`src/rtl/led_mode_controller.sv`:
```
// Push-switch driven LED sequencer: synchronize and debounce the switch, then step
// OFF -> ON -> BLINK -> CHASE on every debounced release.
module led_mode_controller #(
  parameter int unsigned DEBOUNCE_LIMIT = 250000,
  parameter int unsigned SLOW_DIV       = 12500000,
  parameter int unsigned FAST_DIV       = 3125000
) (
  input  logic       i_Clk,
  input  logic       i_Rst_n,
  input  logic       i_Switch,
  output logic [1:0] o_Mode,
  output logic       o_Release,
  output logic [3:0] o_Led
);

  localparam int unsigned DebW   = (DEBOUNCE_LIMIT > 1) ? $clog2(DEBOUNCE_LIMIT) : 1;
  localparam int unsigned MaxDiv = (SLOW_DIV > FAST_DIV) ? SLOW_DIV : FAST_DIV;
  localparam int unsigned TickW  = (MaxDiv > 1) ? $clog2(MaxDiv) : 1;

  localparam logic [DebW-1:0]  DebLast  = DebW'(DEBOUNCE_LIMIT - 1);
  localparam logic [TickW-1:0] SlowLast = TickW'(SLOW_DIV - 1);
  localparam logic [TickW-1:0] FastLast = TickW'(FAST_DIV - 1);

  typedef enum logic [1:0] {
    StOff   = 2'd0,
    StOn    = 2'd1,
    StBlink = 2'd2,
    StChase = 2'd3
  } mode_e;

  logic            sync1_q, sw_sync;
  logic            deb_q, deb_d, deb_prev_q;
  logic [DebW-1:0] deb_cnt_q, deb_cnt_d;
  logic            release_q, release_d;

  mode_e            mode_q, mode_d;
  logic [3:0]       led_q, led_d;
  logic [TickW-1:0] tick_q, tick_d;

  // Debounce: any disagreement that survives DEBOUNCE_LIMIT cycles is accepted.
  always_comb begin
    deb_d     = deb_q;
    deb_cnt_d = '0;
    if (sw_sync != deb_q) begin
      if (deb_cnt_q == DebLast) begin
        deb_d = sw_sync;
      end else begin
        deb_cnt_d = deb_cnt_q + 1'b1;
      end
    end
    release_d = deb_prev_q & ~deb_q;
  end

  // Mode FSM and pattern generator; tick_d defaults to 0 so mode changes and wraps clear it.
  always_comb begin
    mode_d = mode_q;
    led_d  = led_q;
    tick_d = '0;
    if (release_q) begin
      unique case (mode_q)
        StOff:   begin mode_d = StOn;    led_d = 4'b1111; end
        StOn:    begin mode_d = StBlink; led_d = 4'b1111; end
        StBlink: begin mode_d = StChase; led_d = 4'b0001; end
        StChase: begin mode_d = StOff;   led_d = 4'b0000; end
        default: begin mode_d = StOff;   led_d = 4'b0000; end
      endcase
    end else begin
      unique case (mode_q)
        StOff: led_d = 4'b0000;
        StOn:  led_d = 4'b1111;
        StBlink: begin
          if (tick_q == SlowLast) led_d = ~led_q;
          else                    tick_d = tick_q + 1'b1;
        end
        StChase: begin
          if (tick_q == FastLast) led_d = {led_q[2:0], led_q[3]};
          else                    tick_d = tick_q + 1'b1;
        end
        default: led_d = 4'b0000;
      endcase
    end
  end

  always_ff @(posedge i_Clk or negedge i_Rst_n) begin
    if (!i_Rst_n) begin
      sync1_q    <= 1'b0;
      sw_sync    <= 1'b0;
      deb_q      <= 1'b0;
      deb_prev_q <= 1'b0;
      deb_cnt_q  <= '0;
      release_q  <= 1'b0;
      mode_q     <= StOff;
      led_q      <= 4'b0000;
      tick_q     <= '0;
    end else begin
      sync1_q    <= i_Switch;
      sw_sync    <= sync1_q;
      deb_q      <= deb_d;
      deb_prev_q <= deb_q;
      deb_cnt_q  <= deb_cnt_d;
      release_q  <= release_d;
      mode_q     <= mode_d;
      led_q      <= led_d;
      tick_q     <= tick_d;
    end
  end

  assign o_Mode    = mode_q;
  assign o_Release = release_q;
  assign o_Led     = led_q;

endmodule

```
`config.mk`:
```
export PLATFORM = sky130hd
export DESIGN_NAME = led_mode_controller
export DESIGN_NICKNAME = d
export VERILOG_FILES = /design/src/rtl/led_mode_controller.sv
export SDC_FILE = /design/constraint.sdc
export NUM_CORES = 1
export LEC_CHECK = 0
export CORE_MARGIN = 1.5
export CORE_UTILIZATION = 60
export CTS_CLUSTER_DIAMETER = 150
export DETAILED_ROUTE_END_ITERATION = 7
export GPL_TIMING_DRIVEN = 0
export PLACE_DENSITY = 0.79
export SLEW_MARGIN = 20
export SYNTH_ARGS = -nofsm -noshare
export SYNTH_HDL_FRONTEND = slang
export SYNTH_SLANG_ARGS = --single-unit
```
`constraint.sdc`:
```
create_clock -name i_Clk -period 2.6 [get_ports i_Clk]
set_clock_uncertainty 0.05 [all_clocks]
set_input_delay 0.39 -clock i_Clk [delete_from_list [all_inputs] [get_ports i_Clk]]
set_output_delay 0.39 -clock i_Clk [all_outputs]
set_load 0.05 [all_outputs]
```
# Yosys cells after proc, flatten, opt, wreduce, memory -nomap -nowiden
# Index checks and enable logic that the tools add are counted.
[classes]
add_sub_neg = 2
eq_ne = 9
n_mux = 12
bitwise = 3
reduce_logical = 4
[op_table]
columns = ["cell", "n"]
rows = [
  ["24-bit 2-to-1 mux", 3],
  ["24-bit one-hot mux with 2 select lines", 1],
  ["18-bit 2-to-1 mux", 2],
  ["24-bit by 1-bit adder with 24-bit output (second input constant)", 1],
  ["24-bit by 22-bit == test with 1-bit output (second input constant)", 1],
  ["24-bit == test (second input constant)", 1],
  ["18-bit by 1-bit adder with 18-bit output (second input constant)", 1],
  ["18-bit == test (second input constant)", 1],
  ["4-bit one-hot mux with 4 select lines", 1],
  ["4-bit 2-to-1 mux", 3],
  ["4-bit one-hot mux with 3 select lines", 1],
  ["2-bit one-hot mux with 4 select lines", 1],
  ["3-bit != test (second input constant)", 2],
  ["2-bit == test (second input constant)", 2],
  ["4-bit inverter", 1],
  ["2-bit AND reduction", 2],
  ["2-bit by 1-bit == test with 1-bit output (second input constant)", 1],
  ["2-bit zero test", 1],
  ["2-bit OR reduction", 1],
  ["1-bit AND", 1],
  ["1-bit != test", 1],
  ["1-bit inverter", 1],
]
[totals]
regBits = 53
in_bits = 3
output_inout_bits = 7

# Depth between registers and ports, before layout
# Gate-level depths: netlist (run 1).
[depth]
ltp_word = 4
mapped_depth = 8

# Least setup slack after synthesis (run 1)
# OpenSTA, ideal clock, no wires.
[synth_timing]
kind = "reg-to-reg"
startpoint = "reg tick_q[9]"
endpoint = "reg led_q[1], in the netlist o_Led[1]"
setup_ns = 0.125
arrival_ns = 1.842
t_required_ns = 2.425
setup_slack_ns = 0.583
path_stages_with_launch = 6
path_buffers = 1
period_less_slack_ns = 2.017
path_cell_list = "dfrtp_1 -> or4_1 -> o41ai_1 -> a21o_1 -> buf_6 -> mux2_4"
[synth_via]
elab_chain_cells = 3
[synth_lines]
columns = ["element", "line_no", "source"]
rows = [
  ["start: declaration", "38", "logic [TickW-1:0] tick_q, tick_d;"],
  ["start signal: assignment", "104", "tick_q <= tick_d;"],
  ["24-bit by 22-bit == test with 1-bit output or 24-bit == test (tied branches)", "76, 72", ""],
  ["3-bit != test (no line)", "--", ""],
  ["2-bit AND reduction (no line) (*)", "--", ""],
  ["end signal: assignment", "103", "led_q <= led_d;"],
  ["end: declaration", "37", "logic [3:0] led_q, led_d;"],
]
# Mark *: on every way between the ends. The rest lies on a longest branch, timed or not.
# A chain may end at the register's enable or synchronous reset.

# Final worst setup path (run 1)
[layout_timing]
startpoint = "reg tick_q[9]"
endpoint = "reg led_q[2], in the netlist o_Led[2]"
# Same word-level chain as after synthesis.

==> results of run 1 <==
[per-stage QoR]
stage,hold slack [ns],TNS [ns],cells,utilization (%),cell area (um^2)
after CTS,0.0747,0,327,69.4,2860
after floorplan,0.0444,0,262,-,2630
after detailed placement,0.293,0,321,67.6,2780
after global placement,0.283,-20.69,321,67.6,2780
after global routing,0.106,0,327,69.4,2860
final,0.0586,0,327,69.4,2860
[routing by layer]
metal	vias to the layer above	track usage (%)	wire [um]
met2	23	33.3	2160
met4	0	8.93	74
met1	870	24.2	1970
met5	-	0	0
li1	915	-	-
met3	8	5.09	110
[final cells by class]
class | instances | area [um^2] | area share [%]
Inverter | 12 | 45.0 | 1.58
Multi-Input combinational cell | 191 | 1200 | 42.0
Clock buffer | 5 | 68.8 | 2.41
Tap cell | 50 | 62.6 | 2.19
Clock inverter | 1 | 5.00 | 0.175
Timing Repair Buffer | 9 | 87.6 | 3.07
Buffer | 6 | 60.1 | 2.10
Sequential cell | 53 | 1330 | 46.5
[Yosys cell counts]
master	number
sky130_fd_sc_hd__or4_1	2
sky130_fd_sc_hd__nand2b_1	2
sky130_fd_sc_hd__o21ai_0	6
sky130_fd_sc_hd__mux2_2	1
sky130_fd_sc_hd__a221oi_1	1
sky130_fd_sc_hd__a21o_1	1
sky130_fd_sc_hd__buf_2	2
sky130_fd_sc_hd__mux2_4	3
sky130_fd_sc_hd__o41ai_1	1
sky130_fd_sc_hd__nand4_1	11
sky130_fd_sc_hd__xor2_1	23
sky130_fd_sc_hd__nor4b_1	1
sky130_fd_sc_hd__ha_1	6
sky130_fd_sc_hd__nor4bb_1	1
sky130_fd_sc_hd__xnor2_1	16
sky130_fd_sc_hd__nor2_1	51
sky130_fd_sc_hd__nand3b_1	2
sky130_fd_sc_hd__nor3b_1	1
sky130_fd_sc_hd__nor4_1	3
sky130_fd_sc_hd__a22oi_1	3
sky130_fd_sc_hd__buf_6	2
sky130_fd_sc_hd__inv_1	12
sky130_fd_sc_hd__nor2b_1	3
sky130_fd_sc_hd__and3_1	4
sky130_fd_sc_hd__and4_1	3
sky130_fd_sc_hd__and3_2	1
sky130_fd_sc_hd__nand2_1	16
sky130_fd_sc_hd__a21oi_1	2
sky130_fd_sc_hd__clkbuf_8	2
sky130_fd_sc_hd__and2_1	3
sky130_fd_sc_hd__and4bb_2	1
sky130_fd_sc_hd__nor3_1	6
sky130_fd_sc_hd__mux2i_1	1
sky130_fd_sc_hd__nand3_1	15
sky130_fd_sc_hd__dfrtp_1	53
sky130_fd_sc_hd__a211oi_1	1
[sequential cells by signal, indices dropped and copies added (netlist names)]
name,flops
tick_q,24
deb_cnt_q,18
o_Led,4
o_Mode,2
deb_prev_q,1
deb_q,1
o_Release,1
sw_sync,1
sync1_q,1
[cells by family (layout without fill, tap and decap cells)]
kind of cell | Yosys count | after routing | synth area share, %
simple gates | 126 | 126 | 23.6
flops | 53 | 53 | 50.4
xor+xnor | 39 | 39 | 13.0
buf+inv | 18 | 33 | 3.99
compound gates | 15 | 15 | 3.61
fa+ha+maj | 6 | 6 | 2.85
mux | 5 | 5 | 2.52
[power by group]
part | internal, mW | switching [mW]
Combinational | 0.00735 | 0.0224
Sequential | 0.829 | 0.00433
Clock | 0.177 | 0.234
Total | 1.01 | 0.260
[critical path, delay by kind of cell (launching register included)]
family	cells	cell delay, ns
compound gates	2	0.54
buf+inv	1	0.15
simple gates	1	0.54
mux	1	0.30
flops	1	0.44
[worst paths after layout]
path | from | to | slack, ns | cells past startpoint
hold / removal | i_Rst_n | tick_q[13] | 0.06 | 1
setup reg to reg | tick_q[9] | o_Led[2] | 0.47 | 5
min in group i_Clk | sync1_q | sw_sync | 0.31 | 0
hold reg to reg | sync1_q | sw_sync | 0.31 | 0
setup / recovery | tick_q[9] | o_Led[2] | 0.47 | 5
max in group asynchronous | i_Rst_n | deb_cnt_q[17] | 2.02 | 1
==> results.cfg, run 1 <==
[cells_and_area]
antenna_diodes = 0
syn_to_final_growth_pct = 8.51
num-nets-final = 287
post_route_cells_drive_above_1_share_pct = 6.86
filler_cell_count = 321
layout_commonest_cell = sky130_fd_sc_hd__dfrtp_1
layout_common_cells = sky130_fd_sc_hd__dfrtp_1, sky130_fd_sc_hd__nor2_1, sky130_fd_sc_hd__xor2_1

[run]
cap_viol_max_count = 0

[clocking]
clock_slew_at_the_register_clock_pins_of_the_worst_setup_and_hold_paths_ns = 0.09
ctsHoldBuffers = 0
cts_made_buffers = 5
clock_insertion_delay_worst_skew_ns = 0.30
resized_gates_after_cts = 0
clock_tree.root_cell = sky130_fd_sc_hd__clkbuf_8
htreeDepth = 2
cts.path.max_buffers = 2
cts_setup_buffers = 0
cts.sinks = 53
tritoncts_clock_tree = done

[worst_setup_path]
setup.worst_path.class = flip-flop to flip-flop
timing.critical_path.slowest_stage_cell = sky130_fd_sc_hd__or4_1
timing.critical_path.from_type = flip-flop
crit_arrival_ns = 2.27
worstPathRequired_ns = 2.74
worstPathMaxFanout = 10
worstSetupEndpointType = flip-flop
crit_path_cell_trace = or4_1, o41ai_1, a21o_1, buf_6, mux2_4
cp_slowest_stage_delay_ns = 0.54

[drt]
antenna_left = 0
tritonroute_pass_1_iters = 4
wirelength_mm = 4.32
via_count = 1816
initialDrtViolationCount = 94
detail_route.wl_per_cell_um = 13.2
drc_errors = 0
avgViaCountPerCell = 5.55

[grt]
grt.total_usage_pct = 19.9
grt_antenna_before_repair = 0
grt_pass1_vias = 1802
grt_start_max_net_pins = 54
global_route_wire_length_before_repair_mm = 7.76
grt-ovfl-total = 0

[power_and_ir_drop]
p_leak_nw = 1.20
post-layout-total-power_mw = 1.27
vdd_ir_drop_max_mv = 0.312
powerDensity_nw_per_um2 = 446

[logic_synthesis]
ys_seq_elements = 53
yosysTopAreaCellShare_pct = 50.4
synth.top_cells.by_area = sky130_fd_sc_hd__dfrtp_1, sky130_fd_sc_hd__xor2_1, sky130_fd_sc_hd__nor2_1, sky130_fd_sc_hd__xnor2_1, sky130_fd_sc_hd__ha_1
postSynthNetCount = 271
synthDistinctLibCells = 36
postSynthCellCount = 262
yosysWarnings = 0
synth_area_leader_cell = sky130_fd_sc_hd__dfrtp_1
postSynthAreaPerCell_um2 = 10.0
synth-seq-area-share_pct = 50.4
netlist_area_um2 = 2630

[sta]
postLayoutSetupSlackWorst_ns = 0.472
report.final.hold_viol_count = 0
rsz0062_at_grt = no
timing.final.crit_share_pct = 81.9
worst_slew_margin_rel_pct = 57.8
slew_violations = 0
report.final.setup_viol = 0
max_freq_mhz = 470
finalCriticalPeriod_ns = 2.13
tightestPinTransition_ns = 0.633

[floorplanning]
io_pins = 10
die_x_um = 69.2
rows = 23
floorplan.die_area_um2 = 4790
initial_utilization_pct = 63.9
design.core.area_um2 = 4120
die_y_um = 69.2

[placement]
port_buffers = 9
place_hpwl_mm = 3.10
dpl_worst_slack_ns = 0.471
global_placement_routability_congestion = 0.792

[hold_path]
worst_hold_path_type = primary input to asynchronous set/reset pin

[status]
status = finished, final reports clean
No activity file was read; power rests on OpenSTA's default activity.
==> run 2: changes to the inputs <==
==> constraint.sdc (replaced) <==
create_clock -name i_Clk -period 2.1 [get_ports i_Clk]
set_clock_uncertainty 0.05 [all_clocks]
set_input_delay 0.315 -clock i_Clk [delete_from_list [all_inputs] [get_ports i_Clk]]
set_output_delay 0.315 -clock i_Clk [all_outputs]
set_load 0.05 [all_outputs]
==> run 2 against run 1 <==
Compared with the run above:
- largest cell class unchanged
- highest routed layer unchanged
- final cell count grew 1.8%
- core utilization increased by 2.0 points
- hold slack improved by 0.25 ns
==> results.cfg, run 2 (synthesized netlist as in run 1, its figures left out) <==
[worst_setup_path]
reg2reg_depth = 6
worstSetupEndpointType = flip-flop
worst_r2r_startpoint = tick_q[11]
worst_r2r_endpoint = o_Led[2]
regToRegSetupSlack_ns = 0.08
setup.worst_path.class = flip-flop to flip-flop
worstPathMaxFanout = 8
timing.critical_path.from_type = flip-flop
crit_arrival_ns = 2.17
worstPathRequired_ns = 2.25

[drt]
detail_route.wl_per_cell_um = 13.6
wirelength_mm = 4.55
initialDrtViolationCount = 81
drc_errors = 0
avgViaCountPerCell = 5.64
via_count = 1878
antenna_left = 0
tritonroute_pass_1_iters = 4

[hold_path]
worst_hold_path_type = flip-flop to flip-flop
timing.hold.worst.start = sync1_q
holdPathEnd = sw_sync
worstHoldPathCells = 0

[sta]
worst_slew_margin_rel_pct = 57.8
report.final.setup_viol = 0
slew_violations = 0
max_freq_mhz = 495
finalHoldWorstSlack_ns = 0.307
tightestPinTransition_ns = 0.634
report.final.hold_viol_count = 0
finalCriticalPeriod_ns = 2.02
timing.final.crit_share_pct = 96.3
finalSetupTns_ns = 0

[clocking]
tritoncts_clock_tree = done
cts_made_buffers = 5
clock_insertion_delay_worst_skew_ns = 0.30
clock_tree.root_cell = sky130_fd_sc_hd__clkbuf_8
cts.sinks = 53
cts.path.max_buffers = 2
clock_slew_at_the_register_clock_pins_of_the_worst_setup_and_hold_paths_ns = 0.09
htreeDepth = 2

[power_and_ir_drop]
powerDensity_nw_per_um2 = 538
vdd_ir_drop_max_mv = 0.383
p_leak_nw = 1.25

[floorplanning]
rows = 23
design.core.area_um2 = 4120
die_x_um = 69.2
io_pins = 10
initial_utilization_pct = 63.9
die_y_um = 69.2
floorplan.die_area_um2 = 4790

[run]
cap_viol_max_count = 0

[status]
status = finished, final reports clean

[grt]
grt_antenna_before_repair = 0
grt.total_usage_pct = 20.0
global_route_wire_length_before_repair_mm = 7.80
grt_pass1_vias = 1816
grt-ovfl-total = 0
grt_start_max_net_pins = 54

[cells_and_area]
largest_register_ff_count = 24
layout_common_cells = sky130_fd_sc_hd__dfrtp_1, sky130_fd_sc_hd__nor2_1, sky130_fd_sc_hd__xor2_1
syn_to_final_growth_pct = 11.7
finalCoreUtilization_pct = 71.4
num-nets-final = 293
multiInputGateArea_um2 = 1230
filler_cell_count = 306
antenna_diodes = 0
post_route_cells_drive_above_1_share_pct = 9.89
largest_register = tick_q
area.sequential_um2 = 1330
layout_commonest_cell = sky130_fd_sc_hd__dfrtp_1
stdcell_area_um2 = 2940

[placement]
postPlaceCellArea_um2 = 2780
global_placement_routability_congestion = 0.792
port_buffers = 9
place_hpwl_mm = 3.10
run 2: changes by cell type in the layout (fill, tap and decap cells not counted):
cell and delta:
sky130_fd_sc_hd__nor4_4 +1, sky130_fd_sc_hd__nor4_1 -1, sky130_fd_sc_hd__nor4bb_2 +1, sky130_fd_sc_hd__buf_4 +6
sky130_fd_sc_hd__buf_2 -1, sky130_fd_sc_hd__or4_1 -1, sky130_fd_sc_hd__or4_4 +1, sky130_fd_sc_hd__nor4bb_1 -1
sky130_fd_sc_hd__o41ai_2 +1, sky130_fd_sc_hd__dlygate4sd3_1 +1, sky130_fd_sc_hd__o41ai_1 -1
run 2: worst max-delay path, stage by stage, from the launching register on:
cell	delay [ns]
sky130_fd_sc_hd__dfrtp_1	0.39
sky130_fd_sc_hd__nand2_1	0.07
sky130_fd_sc_hd__or4_4	0.48
sky130_fd_sc_hd__o41ai_2	0.34
sky130_fd_sc_hd__a21o_1	0.16
sky130_fd_sc_hd__buf_6	0.14
sky130_fd_sc_hd__mux2_4	0.30
run 2: what timing repair did:
| item | CTS | global route |
|---|---|---|
| pin swaps | 0 | 1 |
| hold buffers | 1 | 0 |
| gates resized for setup | 0 | 5 |
| endpoints found under the hold margin | 1 | 0 |
| cloned | 0 | 0 |
| endpoints found under the setup margin | 3 | 33 |
| buffers inserted | 2 | 4 |
run 2: worst max path at each step:
stage               startpoint       endpoint  slack [ns]  depth (start not counted)
floorplan            tick_q[9]       o_Led[1]        0.08                          5
global placement       i_Rst_n  deb_cnt_q[16]       -0.82                          1
detailed placement   tick_q[9]       o_Led[2]       -0.03                          5
CTS                  tick_q[8]       o_Led[2]       0.002                          5
global route         tick_q[0]       o_Led[2]       -0.02                          7
finish              tick_q[11]       o_Led[2]        0.08                          6
run 2: cell type report:
type / count / area share, %
flip-flops and latches: 53 / 45.1
multi-input cells: 191 / 42.0
repair buffers: 16 / 4.86
clock buffers: 5 / 2.34
well taps: 50 / 2.13
plain buffers: 5 / 1.87
inverters: 12 / 1.53
clock inverters: 1 / 0.170
run 2: layer usage:
metal  wire length [um]  GRT usage, %  part of all wire (%)  vias up
li1                   -             -                     -      923
met4                 89          8.93                   2.0        0
met1               2030          24.0                    45      911
met5                  0             0                     0        -
met3                123          5.38                   2.7       10
met2               2300          33.7                    51       34
run 2: power breakdown:
part | total [mW] | internal [mW] | switching, mW
sequential | 1.03 | 1.03 | 0.00522
clock | 0.512 | 0.220 | 0.293
combinational | 0.0374 | 0.00970 | 0.0277
total | 1.58 | 1.26 | 0.326
run 2: through the flow:
stage               total power [mW]  cells  worst slack, ns
floorplan                       1.06    262           0.0830
global placement                1.09    321           -0.818
detailed placement              1.09    321          -0.0287
CTS                             1.61    330          0.00211
global route                    1.64    333          -0.0211
finish                          1.58    333           0.0782
==> run 3: changes to the inputs <==
--- a/config.mk
+++ b/config.mk
@@ -7,7 +7,6 @@
 export LEC_CHECK = 0
 export CORE_MARGIN = 1.5
 export CORE_UTILIZATION = 60
-export CTS_CLUSTER_DIAMETER = 150
 export DETAILED_ROUTE_END_ITERATION = 7
 export GPL_TIMING_DRIVEN = 0
 export PLACE_DENSITY = 0.79
==> results of run 3 <==
No change in the layout: final DEF, timing and power equal those of run 2.
